===== config.mk =====
export PLATFORM = sky130hd
export DESIGN_NAME = dump_unit
export DESIGN_NICKNAME = d
export VERILOG_FILES = /design/src/rtl/dump_unit_pkg.sv /design/src/rtl/dump_unit_uart_tx.sv /design/src/rtl/dump_unit.sv
export SDC_FILE = /design/constraint.sdc
export NUM_CORES = 1
export LEC_CHECK = 0
export BUFFER_PORTS_ARGS = -buffer_cell sky130_fd_sc_hd__buf_2
export CORE_UTILIZATION = 50
export CTS_CLUSTER_SIZE = 24
export DETAILED_ROUTE_END_ITERATION = 12
export PLACE_DENSITY = 0.77
export SLEW_MARGIN = 20
export SYNTH_ARGS = -nofsm -noshare
export SYNTH_HDL_FRONTEND = slang
export SYNTH_SLANG_ARGS = --single-unit

===== constraint.sdc =====
create_clock -name clk -period 3.2 [get_ports clk]
set_input_delay 0.16 -clock clk [delete_from_list [all_inputs] [get_ports clk]]
set_output_delay 0.16 -clock clk [all_outputs]
set_load 0.05 [all_outputs]

===== src/rtl/dump_unit_pkg.sv =====
// Shared definitions for the memory dump unit and the io UART blocks:
// dump FSM encodings, 8N1 frame constants and the default baud divider.
package dump_unit_pkg;

    typedef enum logic [2:0] {
        ST_IDLE = 3'd0,
        ST_REQ  = 3'd1,
        ST_WAIT = 3'd2,
        ST_SEND = 3'd3,
        ST_NEXT = 3'd4,
        ST_DONE = 3'd5
    } dump_state_e;

    localparam logic UART_START_BIT      = 1'b0;
    localparam logic UART_STOP_BIT       = 1'b1;
    localparam int   UART_DATA_BITS      = 8;
    localparam int   UART_FRAME_BITS     = UART_DATA_BITS + 2;

    // 100 MHz system clock, 115200 baud
    localparam int   DEFAULT_CLK_PER_BIT = 868;

endpackage


===== src/rtl/dump_unit_uart_tx.sv =====
// 8N1 UART byte serialiser. A byte is taken when tx_ready and tx_start are
// both high; the whole 10-bit frame is then shifted out LSB first, each bit
// lasting CLK_PER_BIT cycles. tx_ready returns high in the cycle after the
// stop bit ends.
module uart_tx
    import dump_unit_pkg::*;
#(
    parameter int CLK_PER_BIT = DEFAULT_CLK_PER_BIT
) (
    input  logic       clk,
    input  logic       rstn,
    input  logic       tx_start,
    input  logic [7:0] tx_data,
    output logic       tx_ready,
    output logic       txd
);

    localparam int CNT_W = (CLK_PER_BIT > 1) ? $clog2(CLK_PER_BIT) : 1;

    logic                       busy_q, busy_d;
    logic [UART_FRAME_BITS-1:0] shift_q, shift_d;
    logic [3:0]                 bit_cnt_q, bit_cnt_d;
    logic [CNT_W-1:0]           baud_cnt_q, baud_cnt_d;

    // Frame/baud state registers; reset drops any frame in flight
    always_ff @(posedge clk or negedge rstn) begin
        if (!rstn) begin
            busy_q     <= 1'b0;
            shift_q    <= '1;
            bit_cnt_q  <= '0;
            baud_cnt_q <= '0;
        end else begin
            busy_q     <= busy_d;
            shift_q    <= shift_d;
            bit_cnt_q  <= bit_cnt_d;
            baud_cnt_q <= baud_cnt_d;
        end
    end

    // Load a frame on accept, otherwise advance one bit per baud period
    always_comb begin
        busy_d     = busy_q;
        shift_d    = shift_q;
        bit_cnt_d  = bit_cnt_q;
        baud_cnt_d = baud_cnt_q;
        if (!busy_q) begin
            if (tx_start) begin
                busy_d     = 1'b1;
                shift_d    = {UART_STOP_BIT, tx_data, UART_START_BIT};
                bit_cnt_d  = '0;
                baud_cnt_d = '0;
            end
        end else if (baud_cnt_q == CNT_W'(CLK_PER_BIT - 1)) begin
            baud_cnt_d = '0;
            if (bit_cnt_q == 4'(UART_FRAME_BITS - 1)) begin
                busy_d = 1'b0;
            end else begin
                bit_cnt_d = bit_cnt_q + 4'd1;
                shift_d   = {UART_STOP_BIT, shift_q[UART_FRAME_BITS-1:1]};
            end
        end else begin
            baud_cnt_d = baud_cnt_q + CNT_W'(1);
        end
    end

    assign tx_ready = ~busy_q;
    // Line idles high whenever no frame is active, including during reset
    assign txd      = busy_q ? shift_q[0] : 1'b1;

endmodule


===== src/rtl/dump_unit.sv =====
// Dumps DUMP_WORDS 32-bit words of data RAM, starting at DUMP_BASE, over the
// UART once the core signals completion. Each word is read through the
// memread/data_ready handshake and sent as four little-endian 8N1 bytes.
module dump_unit
    import dump_unit_pkg::*;
#(
    parameter int          CLK_PER_BIT = DEFAULT_CLK_PER_BIT,
    parameter logic [31:0] DUMP_BASE   = 32'h0000_0000,
    parameter int          DUMP_WORDS  = 256
) (
    input  logic        clk,
    input  logic        rstn,
    input  logic        core_end,
    input  logic        data_ready_io,
    input  logic [31:0] data_from_memory_io,
    output logic [31:0] addr_io,
    output logic        memread_io,
    output logic        txd,
    output logic        dump_busy,
    output logic        dump_done
);

    dump_state_e state_q, state_d;
    logic [31:0] word_idx_q, word_idx_d;
    logic [31:0] word_q, word_d;
    logic [2:0]  byte_cnt_q, byte_cnt_d;
    logic        core_end_q, core_end_d;
    logic        armed_q, armed_d;

    logic        core_end_rise;
    logic        tx_start;
    logic        tx_ready;
    logic [7:0]  tx_data;
    logic [31:0] word_idx_inc;

    // A core_end already high when reset releases must not count as an edge,
    // so edges are only honoured once one cycle of history has been taken
    assign core_end_rise = core_end & ~core_end_q & armed_q;
    assign word_idx_inc  = word_idx_q + 32'd1;
    assign tx_data       = word_q[{byte_cnt_q[1:0], 3'b000} +: 8];

    // Dump FSM and datapath registers
    always_ff @(posedge clk or negedge rstn) begin
        if (!rstn) begin
            state_q    <= ST_IDLE;
            word_idx_q <= '0;
            word_q     <= '0;
            byte_cnt_q <= '0;
            core_end_q <= 1'b0;
            armed_q    <= 1'b0;
        end else begin
            state_q    <= state_d;
            word_idx_q <= word_idx_d;
            word_q     <= word_d;
            byte_cnt_q <= byte_cnt_d;
            core_end_q <= core_end_d;
            armed_q    <= armed_d;
        end
    end

    // Next-state logic and RAM/UART control outputs
    always_comb begin
        state_d    = state_q;
        word_idx_d = word_idx_q;
        word_d     = word_q;
        byte_cnt_d = byte_cnt_q;
        core_end_d = core_end;
        armed_d    = 1'b1;
        tx_start   = 1'b0;
        memread_io = 1'b0;
        addr_io    = '0;
        dump_busy  = 1'b0;
        dump_done  = 1'b0;

        unique case (state_q)
            ST_IDLE: begin
                if (core_end_rise) begin
                    word_idx_d = '0;
                    state_d    = (DUMP_WORDS == 0) ? ST_DONE : ST_REQ;
                end
            end
            ST_REQ: begin
                dump_busy  = 1'b1;
                memread_io = 1'b1;
                addr_io    = DUMP_BASE + (word_idx_q << 2);
                state_d    = ST_WAIT;
            end
            ST_WAIT: begin
                dump_busy  = 1'b1;
                memread_io = 1'b1;
                addr_io    = DUMP_BASE + (word_idx_q << 2);
                if (data_ready_io) begin
                    word_d     = data_from_memory_io;
                    byte_cnt_d = '0;
                    state_d    = ST_SEND;
                end
            end
            ST_SEND: begin
                dump_busy = 1'b1;
                // byte_cnt counts bytes handed to the UART; the word is done
                // once all four are handed over and the UART is idle again
                if (!byte_cnt_q[2]) begin
                    tx_start = tx_ready;
                    if (tx_ready) begin
                        byte_cnt_d = byte_cnt_q + 3'd1;
                    end
                end else if (tx_ready) begin
                    state_d = ST_NEXT;
                end
            end
            ST_NEXT: begin
                dump_busy  = 1'b1;
                word_idx_d = word_idx_inc;
                state_d    = (word_idx_inc < 32'(DUMP_WORDS)) ? ST_REQ : ST_DONE;
            end
            ST_DONE: begin
                dump_done = 1'b1;
            end
            default: begin
                state_d = ST_IDLE;
            end
        endcase
    end

    uart_tx #(
        .CLK_PER_BIT(CLK_PER_BIT)
    ) u_uart_tx (
        .clk     (clk),
        .rstn    (rstn),
        .tx_start(tx_start),
        .tx_data (tx_data),
        .tx_ready(tx_ready),
        .txd     (txd)
    );

endmodule


==> load_flow_metrics.sql, run 1 <==
INSERT INTO impl_metrics (metric_group, metric, value, unit) VALUES
('clock_network', 'cts.sink_count', '96', ''),
('critical_path', 'critical_path_max_stage_delay', '0.56', 'ns'),
('pwr', 'finalPower', '2.00', 'mW'),
('die', 'die_area', '0.0113', 'mm2'),
('clock_network', 'cts_resized', '0', ''),
('cells_and_area', 'layout_commonest_cell', 'sky130_fd_sc_hd__dfrtp_1', ''),
('synth', 'synth-edff-count', '0', ''),
('cells_and_area', 'final_design_area_no_fill', '0.00607', 'mm2'),
('job', 'drv.max_cap_violation_count', '0', ''),
('cells_and_area', 'area_growth_syn_to_layout', '11.5', '%'),
('timing', 'hold_violations', '0', ''),
('timing', 'whs', '0.0174', 'ns'),
('clock_network', 'clock_path_buffers', '2', ''),
('synth', 'synth_fa_ha_area_share', '1.15', '%'),
('global_route', 'globalRoute.totalOverflow', '0', ''),
('timing', 'clock_period_minus_worst_slack', '2.52', 'ns'),
('clock_network', 'cts.clk_slew.worst_paths', '0.10', 'ns'),
('pwr', 'switching_power', '474', 'uW'),
('detailed_routing', 'dr_total_vias', '4655', ''),
('die', 'die_height', '106', 'um'),
('timing', 'final_worst_setup_slack', '0.675', 'ns'),
('critical_path', 'worst-endpoint-required', '3.45', 'ns'),
('detailed_routing', 'firstDrtPassIters', '5', ''),
('global_route', 'grt_pass1_vias', '4578', ''),
('synth', 'synth_cells', '580', ''),
('synth', 'post_synthesis_share_of_cell_area_spent_on_and_or_nand_and_nor_gates', '22.4', '%'),
('synth', 'main_combinational_cell_family_by_area_after_synthesis', 'simple AND/OR/NAND/NOR gates', ''),
('placement', 'gp_routability_congestion', '0.940', ''),
('cells_and_area', 'multi_input_area', '0.00281', 'mm2'),
('run_status', 'result_of_the_run', 'complete, no violations', ''),
('critical_path', 'timing.critical_path.cells', 'ha_1 > nand4_1 > nor4_4 > and3_1 > nand4_1 > a211oi_1 > a31oi_1', ''),
('pwr', 'sw_frac_of_total', '23.7', '%'),
('cells_and_area', 'drive_gt1_share', '24.7', '%'),
('clock_network', 'post_cts_setup_buffer_count', '0', ''),
('synth', 'syn-cell-area', '0.00545', 'mm2'),
('die', 'start_util', '52.0', '%'),
('synth', 'synth_xor_xnor_area_share', '1.29', '%'),
('die', 'pin_count', '72', ''),
('die', 'placementRows', '37', ''),
('global_route', 'globalRouteTotalUtil', '23.9', '%'),
('detailed_routing', 'route.detailed.wl_per_inst', '16.4', 'um'),
('clock_network', 'cts.htree.levels', '3', ''),
('synth', 'yosys.cell_types.count', '60', ''),
('placement', 'pre_cts_slack', '0.740', 'ns'),
('synth', 'ys_ff_latch', '96', ''),
('global_route', 'grt_pass1_wl', '21500', 'um'),
('die', 'die_w', '106', 'um'),
('cells_and_area', 'mostFrequentLayoutCells', 'sky130_fd_sc_hd__dfrtp_1, sky130_fd_sc_hd__buf_2, sky130_fd_sc_hd__o21ai_0', ''),
('detailed_routing', 'residual_drc', '0', ''),
('pwr', 'internal_power', '1.52', 'mW'),
('pwr', 'power.leakage', '2.75', 'nW'),
('placement', 'dp_hpwl', '8560', 'um'),
('timing', 'worst_slew_margin_rel', '56.6', '%'),
('critical_path', 'critical_path_class', 'reg -> reg', ''),
('clock_network', 'cts-root-buf', 'sky130_fd_sc_hd__clkbuf_8', ''),
('synth', 'postSynth.asyncResetShare', '100', '%'),
('clock_network', 'tritoncts', 'built', ''),
('placement', 'dpl-instance-area', '0.00588', 'mm2'),
('pwr', 'seq_power_share', '60.7', '%'),
('synth', 'postSynthAreaPerCell', '9.39', 'um2'),
('global_route', 'largest_net_degree_at_the_start_of_global_routing', '97', ''),
('detailed_routing', 'route.detailed.vias_per_inst', '6.02', ''),
('cells_and_area', 'finish.net_count', '672', ''),
('synth', 'yosys-mux-area-fraction', '10.5', '%'),
('synth', 'area_fraction_in_compound_gates_after_synthesis', '15.9', '%'),
('global_route', 'grt_antenna_before_repair', '0', ''),
('synth', 'top_ff_cell_synth', 'sky130_fd_sc_hd__dfrtp_1', ''),
('pwr', 'comb_power_share', '2.8', '%'),
('detailed_routing', 'drt_first_iter_violations', '222', ''),
('pwr', 'share_clk_of_total_power', '36.5', '%'),
('timing', 'setup_viol_count_final', '0', '');
-- metrics by stage --
step	std cells	util [%]
after floorplan	581	-
after global placement	754	56.2
after detailed placement	754	56.2
after CTS	772	58.0
after global routing	772	58.0
final	773	58.0
-- worst paths after layout --
kind                                               from                      end  slack, ns  cells past startpoint
worst max-delay path                      word_idx_q[0]               state_q[2]       0.68                      7
worst min-delay path            data_from_memory_io[18]               word_q[18]       0.02                      2
worst max register to register            word_idx_q[0]               state_q[2]       0.68                      7
worst min register to register  u_uart_tx.baud_cnt_q[9]  u_uart_tx.baud_cnt_q[9]       0.50                      1
max in group asynchronous                          rstn     u_uart_tx.shift_q[0]       2.41                      3
min in group asynchronous                          rstn               word_q[11]       0.38                      3
-- critical path: cells and delay by family (launching register included) --
family | cells | cell delay [ns]
fa+ha+maj | 1 | 0.29
simple gates | 4 | 1.27
compound gates | 2 | 0.39
flops | 1 | 0.47
-- power groups by stage --
stage / clock network (mW) / logic [mW] / registers (mW)
CTS: 0.750 / 0.0576 / 1.21
floorplan: 0 / 0.00807 / 1.24
global placement: 0 / 0.0540 / 1.24
detailed placement: 0 / 0.0555 / 1.24
global route: 0.800 / 0.0641 / 1.21
finish: 0.729 / 0.0560 / 1.21
-- synth_stat cells, types with 3 or more instances --
| master | number | area (um2) |
|---|---|---|
| sky130_fd_sc_hd__o21ai_0 | 68 | 340 |
| sky130_fd_sc_hd__ha_1 | 5 | 62.6 |
| sky130_fd_sc_hd__nor2b_1 | 5 | 31.3 |
| sky130_fd_sc_hd__and2_1 | 25 | 156 |
| sky130_fd_sc_hd__dfrtp_1 | 87 | 2180 |
| sky130_fd_sc_hd__a31oi_1 | 21 | 131 |
| sky130_fd_sc_hd__a21oi_1 | 17 | 85.1 |
| sky130_fd_sc_hd__nand3_1 | 16 | 80.1 |
| sky130_fd_sc_hd__xnor2_1 | 4 | 35.0 |
| sky130_fd_sc_hd__or2_2 | 3 | 18.8 |
| sky130_fd_sc_hd__o41ai_1 | 5 | 43.8 |
| sky130_fd_sc_hd__nor3_1 | 17 | 85.1 |
| sky130_fd_sc_hd__nand2_1 | 46 | 173 |
| sky130_fd_sc_hd__nor2_1 | 52 | 195 |
| sky130_fd_sc_hd__nand4_1 | 18 | 113 |
| sky130_fd_sc_hd__buf_2 | 14 | 70.1 |
| sky130_fd_sc_hd__dfstp_2 | 9 | 236 |
| sky130_fd_sc_hd__and3_1 | 12 | 75.1 |
| sky130_fd_sc_hd__o31ai_1 | 10 | 75.1 |
| sky130_fd_sc_hd__or3_1 | 4 | 25.0 |
| sky130_fd_sc_hd__nand2b_1 | 4 | 25.0 |
| sky130_fd_sc_hd__nor4_1 | 4 | 25.0 |
| sky130_fd_sc_hd__buf_1 | 4 | 15.0 |
| sky130_fd_sc_hd__a211oi_1 | 3 | 22.5 |
| sky130_fd_sc_hd__mux2_2 | 33 | 372 |
| sky130_fd_sc_hd__xor2_1 | 4 | 35.0 |
| sky130_fd_sc_hd__inv_1 | 13 | 48.8 |
| sky130_fd_sc_hd__clkbuf_1 | 22 | 82.6 |
| sky130_fd_sc_hd__and4_1 | 3 | 26.3 |
| sky130_fd_sc_hd__mux4_2 | 8 | 180 |
-- logic make-up (layout without fill, tap and decap cells) --
family          after synthesis  after routing
other cells                   2              4
fa+ha+maj                     5              5
simple gates                227            227
compound gates              143            143
flops                        96             96
xor+xnor                      8              8
mux                          43             43
buf+inv                      56            111
-- registers in the layout (all words and copies together), names as in the netlist --
register              flops
u_uart_tx.shift_q         9
state_q                   3
word_idx_q               32
u_uart_tx.bit_cnt_q       4
u_uart_tx.baud_cnt_q     10
byte_cnt_q                3
word_q                   32
u_uart_tx.busy_q          1
armed_q                   1
core_end_q                1
-- timing repair --
item                       4_1_cts  5_1_grt
hold endpoints to repair        88        0
hold buffers                     2        0
setup endpoints to repair        0        0
-- layer usage --
metal | vias up | part of all wire (%) | track usage, %
li1 | 2221 | - | -
met2 | 153 | 48 | 38.1
met5 | - | 0 | 0
met3 | 28 | 5.4 | 3.92
met1 | 2253 | 45 | 32.2
met4 | 0 | 2.2 | 10.2
-- final cells by class --
class,count,share of cell area [%]
inverter,14,0.865
tap,136,2.80
multi-input combinational,429,46.2
clock inverter,5,0.639
antenna,1,0.0412
clock buffer,11,2.16
timing repair buffer,81,7.50
sequential,96,39.7
(Power assumes the default switching activity.)
==> run 2, diff against run 1 <==
ABC_AREA = 1   (was not set)
clock period = 2.4 ns   (was 3.2 ns; I/O delays follow)
==> load_flow_metrics.sql, run 2 <==
INSERT INTO impl_metrics (metric_group, metric, value, unit) VALUES
('run_status', 'result_of_the_run', 'complete, no violations', ''),
('synth', 'post_synthesis_share_of_cell_area_spent_on_and_or_nand_and_nor_gates', '27.6', '%'),
('placement', 'port_buffers', '69', ''),
('synth', 'ys_ff_latch', '96', ''),
('die', 'pin_count', '72', ''),
('detailed_routing', 'dr_total_vias', '5202', ''),
('clock_network', 'cts-root-buf', 'sky130_fd_sc_hd__clkbuf_8', ''),
('cells_and_area', 'n_fill_cell', '897', ''),
('timing', 'actual_slew_at_the_worst_max_slew_pin', '0.872', 'ns'),
('global_route', 'grt_pass1_vias', '5005', ''),
('synth', 'synth_top_cell_by_area', 'sky130_fd_sc_hd__dfrtp_1', ''),
('timing', 'whs', '0.243', 'ns'),
('synth', 'postSynthAreaPerCell', '7.85', 'um2'),
('detailed_routing', 'firstDrtPassIters', '6', ''),
('global_route', 'globalRoute.totalOverflow', '0', ''),
('timing', 'hold_violations', '0', ''),
('placement', 'dp_hpwl', '10100', 'um'),
('die', 'start_util', '52.4', '%'),
('global_route', 'grt_antenna_before_repair', '0', ''),
('timing', 'layout_worst_path_cycle_share', '92.9', '%'),
('cells_and_area', 'drive_gt1_share', '21.8', '%'),
('placement', 'gp_routability_congestion', '0.944', ''),
('pwr', 'ir_drop', '0.419', 'mV'),
('pwr', 'finalPower', '6.64', 'mW'),
('synth', 'synthesis.yosys.warnings', '0', ''),
('critical_path', 'critical_path_class', 'reg -> out', ''),
('clock_network', 'num_cts_buffers', '9', ''),
('synth', 'ys_seq_area_share', '44.1', '%'),
('synth', 'top_ff_cell_synth', 'sky130_fd_sc_hd__dfrtp_1', ''),
('timing', 'setup_viol_count_final', '0', ''),
('critical_path', 'worst-endpoint-required', '2.28', 'ns'),
('synth', 'synthTopCellsByCount', 'sky130_fd_sc_hd__nand2_1, sky130_fd_sc_hd__nor2_1, sky130_fd_sc_hd__dfrtp_1', ''),
('timing', 'max_freq', '449', 'MHz'),
('timing', 'clock_period_minus_worst_slack', '2.23', 'ns'),
('pwr', 'power.leakage', '2.94', 'nW'),
('global_route', 'largest_net_degree_at_the_start_of_global_routing', '63', ''),
('synth', 'synth-edff-count', '0', ''),
('synth', 'area_fraction_in_compound_gates_after_synthesis', '13.1', '%'),
('die', 'core_region_area', '0.0105', 'mm2'),
('synth', 'main_combinational_cell_family_by_area_after_synthesis', 'simple AND/OR/NAND/NOR gates', ''),
('detailed_routing', 'route.detailed.wl_per_inst', '15.9', 'um'),
('global_route', 'globalRouteTotalUtil', '26.8', '%'),
('clock_network', 'clock_path_buffers', '2', ''),
('synth', 'postSynth.asyncResetShare', '100', '%'),
('detailed_routing', 'ant_nets', '0', ''),
('timing', 'worst_slew_margin_rel', '41.8', '%'),
('die', 'die_height', '107', 'um'),
('timing', 'number_of_max_slew_violations_in_the_final_report', '0', ''),
('clock_network', 'cts.htree.levels', '3', ''),
('synth', 'synth_top_area_share', '39.7', '%'),
('clock_network', 'cts.sink_count', '96', ''),
('critical_path', 'worstSetupStartpointType', 'flip-flop', ''),
('detailed_routing', 'residual_drc', '0', ''),
('timing', 'grt_setup_unrepaired', 'false', ''),
('clock_network', 'clkLatencyLatePin', '0.38', 'ns'),
('synth', 'syn-cell-area', '0.00548', 'mm2'),
('synth', 'yosys.cell_types.count', '45', ''),
('synth', 'netlist_top_cells_area', 'sky130_fd_sc_hd__dfrtp_1, sky130_fd_sc_hd__nand2_1, sky130_fd_sc_hd__nor2_1, sky130_fd_sc_hd__inv_1, sky130_fd_sc_hd__o21ai_0', ''),
('cells_and_area', 'area_growth_syn_to_layout', '19.6', '%'),
('synth', 'synth_fa_ha_area_share', '1.14', '%'),
('job', 'drv.max_cap_violation_count', '0', ''),
('synth', 'synth_most_common_cell', 'sky130_fd_sc_hd__nand2_1', ''),
('critical_path', 'crit_path_max_fo', '16', ''),
('die', 'die_w', '107', 'um'),
('die', 'die_area', '0.0114', 'mm2'),
('cells_and_area', 'finish.net_count', '843', ''),
('cells_and_area', 'mostFrequentLayoutCells', 'sky130_fd_sc_hd__nand2_1, sky130_fd_sc_hd__nor2_1, sky130_fd_sc_hd__dfrtp_1', ''),
('global_route', 'grt_pass1_wl', '23900', 'um'),
('cells_and_area', 'layout_commonest_cell', 'sky130_fd_sc_hd__nand2_1', ''),
('detailed_routing', 'route.detailed.vias_per_inst', '5.51', ''),
('synth', 'synth_cells', '698', ''),
('detailed_routing', 'drt_first_iter_violations', '454', ''),
('die', 'placementRows', '37', ''),
('synth', 'synth_xor_xnor_area_share', '1.76', '%'),
('clock_network', 'tritoncts', 'built', ''),
('detailed_routing', 'routed_wirelength', '15000', 'um'),
('synth', 'yosys-mux-area-fraction', '4.11', '%'),
('clock_network', 'cts.clk_slew.worst_paths', '0.09', 'ns'),
('critical_path', 'worst_ep_arrival_time', '2.11', 'ns'),
('timing', 'finClkSkew', '0.0208', 'ns'),
('critical_path', 'cp_endpoint_kind', 'output port', ''),
('pwr', 'power_per_cell_area', '1010', 'mW/mm2'),
('hold_path', 'min_path_type', 'in -> async', ''),
('cells_and_area', 'top_regs', 'word_idx_q: 32 flops, word_q: 32 flops, u_uart_tx.baud_cnt_q: 10 flops', '');
[run 2: cell types whose count changed after synthesis, sizes merged, moves of 13 or more]
cell | before | now
and2 | 25 | 0
a31oi | 21 | 7
mux2 | 33 | 20
o22ai | 2 | 27
inv | 13 | 88
nand3 | 16 | 36
nand2 | 46 | 163
nor2 | 52 | 116
o21ai | 69 | 56
buf | 20 | 6
[run 2: layout make-up]
| class | count | area [um2] | share of cell area, % |
|---|---|---|---|
| clock buffer | 11 | 141 | 2.16 |
| antenna | 1 | 2.50 | 0.0382 |
| sequential | 96 | 2410 | 36.9 |
| timing repair inverter | 1 | 7.51 | 0.115 |
| inverter | 90 | 347 | 5.29 |
| multi-input combinational | 492 | 2630 | 40.1 |
| timing repair buffer | 112 | 803 | 12.3 |
| clock inverter | 5 | 38.8 | 0.592 |
| tap | 136 | 170 | 2.60 |
[run 2: path summary, 6_finish.rpt]
kind	start	end	slack, ns	cells past startpoint
min in group clk	data_ready_io	byte_cnt_q[1]	0.30	4
max	state_q[2]	addr_io[24]	0.17	7
min reg2reg	u_uart_tx.bit_cnt_q[3]	u_uart_tx.bit_cnt_q[3]	0.46	1
max reg2reg	word_idx_q[1]	state_q[2]	0.30	12
max in group asynchronous	rstn	u_uart_tx.shift_q[0]	1.43	3
min	rstn	word_idx_q[7]	0.24	2
[run 2: worst max-delay path, cell delays in order, from the launching register on]
cell                         delay, ns
sky130_fd_sc_hd__dfrtp_1          0.45
sky130_fd_sc_hd__nor3_1           0.18
sky130_fd_sc_hd__inv_1            0.12
sky130_fd_sc_hd__nand2_1          0.26
sky130_fd_sc_hd__clkinvlp_4       0.17
sky130_fd_sc_hd__buf_12           0.17
sky130_fd_sc_hd__nor2_1           0.11
sky130_fd_sc_hd__buf_2            0.28
[run 2: what timing repair did]
action / CTS / global route
endpoints found under the setup margin: 6 / 31
cloned: 0 / 1
hold buffers: 34 / 0
setup buffers: 0 / 3
gates resized for setup: 10 / 1
endpoints found under the hold margin: 67 / 0
[run 2: where the power goes]
part           total (mW)  internal [mW]  switching [mW]
Sequential           2.68           2.21           0.476
Combinational        2.94          0.987            1.96
Clock                1.02          0.414           0.602
Total                6.64           3.61            3.03
[run 2: kinds of logic after synthesis]
logic type | Yosys count
simple gates | 331
compound gates | 122
buf+inv | 111
flops | 96
mux | 20
xor+xnor | 11
fa+ha+maj | 5
other cells | 2
[run 2: metrics by stage]
step | cell area (um2) | TNS, ns | setup WS [ns] | utilization [%] | std cells
floorplan | 5480 | 0 | 0.186 | - | 699
global placement | 5960 | 0 | 0.332 | 56.9 | 889
detailed placement | 5960 | 0 | 0.308 | 56.9 | 889
CTS | 6500 | -0.0381 | -0.0381 | 62.2 | 939
global route | 6550 | 0 | 0.0407 | 62.6 | 943
finish | 6550 | 0 | 0.171 | 62.6 | 944
[run 2: layer usage]
layer / track usage, % / vias up / share of wire [%]
met1: 34.5 / 2466 / 40
met2: 43.5 / 217 / 49
met5: 0 / - / 0
li1: - / 2473 / -
met3: 5.59 / 46 / 7.3
met4: 12.2 / 0 / 3.7
==> run 3, diff against run 2 <==
SETUP_SLACK_MARGIN = 0.5   (was not set)
==> load_flow_metrics.sql, run 3 (same netlist as run 2, synthesis figures left out) <==
INSERT INTO impl_metrics (metric_group, metric, value, unit) VALUES
('pwr', 'ir_drop', '0.627', 'mV'),
('cells_and_area', 'antenna_cells', '0', ''),
('timing', 'number_of_max_slew_violations_in_the_final_report', '0', ''),
('timing', 'max_freq', '499', 'MHz'),
('pwr', 'finalPower', '7.18', 'mW'),
('die', 'pin_count', '72', ''),
('timing', 'whs', '0.215', 'ns'),
('critical_path', 'timing.critical_path.cells', 'ha_4 > nand2_4 > nor2_4 > nand2_4 > o21ai_1 > nand2_1 > nor2_1 > nand3_1 > nor2_2 > nand3_1 > nand2_1 > a21oi_2', ''),
('cells_and_area', 'top_regs', 'word_idx_q: 32 flops, word_q: 32 flops, u_uart_tx.baud_cnt_q: 10 flops', ''),
('critical_path', 'worst-endpoint-required', '2.68', 'ns'),
('detailed_routing', 'drt_first_iter_violations', '349', ''),
('timing', 'finalSetupTns', '0', 'ns'),
('job', 'drv.max_cap_violation_count', '0', ''),
('critical_path', 'critical_path_max_stage_delay', '0.44', 'ns'),
('placement', 'gp_routability_congestion', '0.910', ''),
('global_route', 'globalRouteTotalUtil', '28.4', '%'),
('clock_network', 'cts-root-buf', 'sky130_fd_sc_hd__clkbuf_8', ''),
('critical_path', 'cp_endpoint_kind', 'flip-flop', ''),
('placement', 'pre_cts_slack', '0.367', 'ns'),
('critical_path', 'reg2reg_setup_slack', '0.40', 'ns'),
('cells_and_area', 'mostFrequentLayoutCells', 'sky130_fd_sc_hd__nand2_1, sky130_fd_sc_hd__dfrtp_1, sky130_fd_sc_hd__inv_1', ''),
('timing', 'layout_worst_path_cycle_share', '83.4', '%'),
('global_route', 'grt_pass1_wl', '25100', 'um'),
('timing', 'worst_slew_margin_rel', '58.1', '%'),
('cells_and_area', 'drive_gt1_share', '33.5', '%'),
('pwr', 'switching_power', '3.33', 'mW'),
('clock_network', 'cts.sink_count', '96', ''),
('die', 'die_w', '107', 'um'),
('placement', 'port_buffers', '69', ''),
('timing', 'hold_violations', '0', ''),
('global_route', 'globalRoute.totalOverflow', '0', ''),
('clock_network', 'clock_path_buffers', '2', ''),
('die', 'die_height', '107', 'um'),
('die', 'core_region_area', '0.0105', 'mm2'),
('hold_path', 'min_path_type', 'in -> reg', ''),
('die', 'die_area', '0.0114', 'mm2'),
('pwr', 'internal_power', '3.85', 'mW'),
('detailed_routing', 'dr_total_vias', '5309', ''),
('timing', 'finClkSkew', '0.0131', 'ns'),
('clock_network', 'num_cts_buffers', '9', ''),
('clock_network', 'cts.clk_slew.worst_paths', '0.10', 'ns'),
('critical_path', 'crit_slowest_cell', 'sky130_fd_sc_hd__dfrtp_1', ''),
('die', 'placementRows', '37', ''),
('global_route', 'grt_antenna_before_repair', '0', ''),
('clock_network', 'clkLatencyLatePin', '0.38', 'ns'),
('timing', 'grt_setup_unrepaired', 'true', ''),
('pwr', 'comb_power_share', '47.9', '%'),
('pwr', 'power.leakage', '3.21', 'nW'),
('cells_and_area', 'finish.net_count', '871', ''),
('global_route', 'grt_pass1_vias', '5284', ''),
('detailed_routing', 'route.detailed.wl_per_inst', '16.0', 'um'),
('global_route', 'largest_net_degree_at_the_start_of_global_routing', '53', ''),
('timing', 'clock_period_minus_worst_slack', '2.00', 'ns'),
('detailed_routing', 'residual_drc', '0', ''),
('clock_network', 'tritoncts', 'built', ''),
('run_status', 'result_of_the_run', 'complete, no violations', ''),
('detailed_routing', 'route.detailed.vias_per_inst', '5.47', ''),
('timing', 'setup_viol_count_final', '0', ''),
('clock_network', 'cts.htree.levels', '3', ''),
('pwr', 'share_clk_of_total_power', '14.2', '%'),
('pwr', 'seq_power_share', '37.9', '%'),
('pwr', 'power_per_cell_area', '998', 'mW/mm2'),
('critical_path', 'worst_ep_arrival_time', '2.28', 'ns'),
('detailed_routing', 'ant_nets', '0', ''),
('die', 'start_util', '52.4', '%'),
('placement', 'dp_hpwl', '9980', 'um'),
('timing', 'actual_slew_at_the_worst_max_slew_pin', '0.628', 'ns'),
('cells_and_area', 'layout_commonest_cell', 'sky130_fd_sc_hd__nand2_1', ''),
('cells_and_area', 'area_growth_syn_to_layout', '31.3', '%'),
('critical_path', 'critical_path_class', 'reg -> reg', ''),
('pwr', 'sw_frac_of_total', '46.4', '%'),
('detailed_routing', 'firstDrtPassIters', '5', ''),
('timing', 'final_worst_setup_slack', '0.397', 'ns'),
('critical_path', 'worstSetupStartpointType', 'flip-flop', ''),
('critical_path', 'crit_path_max_fo', '6', ''),
('detailed_routing', 'routed_wirelength', '15500', 'um'),
('cells_and_area', 'final_core_utilization', '68.8', '%');
==> run 3: cell count changes in the layout (fill, tap and decap cells not counted), moves of 8 or more <==
cell                      delta
sky130_fd_sc_hd__buf_2       -8
sky130_fd_sc_hd__buf_4      +14
sky130_fd_sc_hd__buf_6      +19
sky130_fd_sc_hd__nand2_1    -11
sky130_fd_sc_hd__nor2_1     -41
sky130_fd_sc_hd__nor2_2     +28
sky130_fd_sc_hd__nor2_4     +13
==> run 3: cell type report <==
class                   count  area [um2]
multi-input cells         492        2930
repair inverters            1        6.26
well taps                 136         170
fillers                   818        3270
inverters                  90         355
flip-flops and latches     96        2420
repair buffers            140        1130
clock buffers              10         128
clock inverters             6        51.3
==> run 3: stage by stage <==
step | cell area, um2 | instances
6_report | 7190 | 971
5_1_grt | 7190 | 971
4_1_cts | 6890 | 952
3_5_place_dp | 6110 | 890
3_3_place_gp | 6110 | 890
2_1_floorplan | 5600 | 699
==> run 3: worst max-delay path, delay by kind of cell, from the launching register on <==
kind	cells	cell delay [ns]
and+or+nand+nor	9	1.06
DFF	1	0.44
AOI/OAI and AO/OA	2	0.25
adders and majority gates	1	0.18
==> run 3: path summary, 6_finish.rpt <==
check,from,to,cells after the start
worst min-delay path,data_ready_io,state_q[1],4
min in group asynchronous,rstn,word_idx_q[7],2
worst max register to register,word_idx_q[0],state_q[2],12
worst max-delay path,word_idx_q[0],state_q[2],12
worst min register to register,u_uart_tx.shift_q[3],u_uart_tx.shift_q[2],2
max in group asynchronous,rstn,u_uart_tx.shift_q[0],3
==> run 3: metal layers <==
metal | track usage, % | routed length, um | vias to the layer above | part of all wire, %
li1 | - | - | 2524 | -
met1 | 32.9 | 5940 | 2530 | 38
met2 | 51.1 | 8060 | 205 | 52
met3 | 4.50 | 913 | 50 | 5.9
met4 | 13.6 | 582 | 0 | 3.8
met5 | 0 | 0 | - | 0
==> run 3: power by group through the flow <==
stage	clock (mW)	combinational, mW	sequential, mW
floorplan	0	2.26	2.55
finish	1.02	3.44	2.72
detailed placement	0	2.94	2.69
global route	1.10	3.77	2.79
CTS	1.05	3.22	2.67
global placement	0	2.86	2.67
==> run 3: repair_timing <==
item	4_1_cts	5_1_grt
endpoints found under the hold margin	75	0
setup buffers	11	19
pin swaps	13	33
endpoints found under the setup margin	34	31
resized for setup	53	53
hold buffers	34	0
cloned	1	0
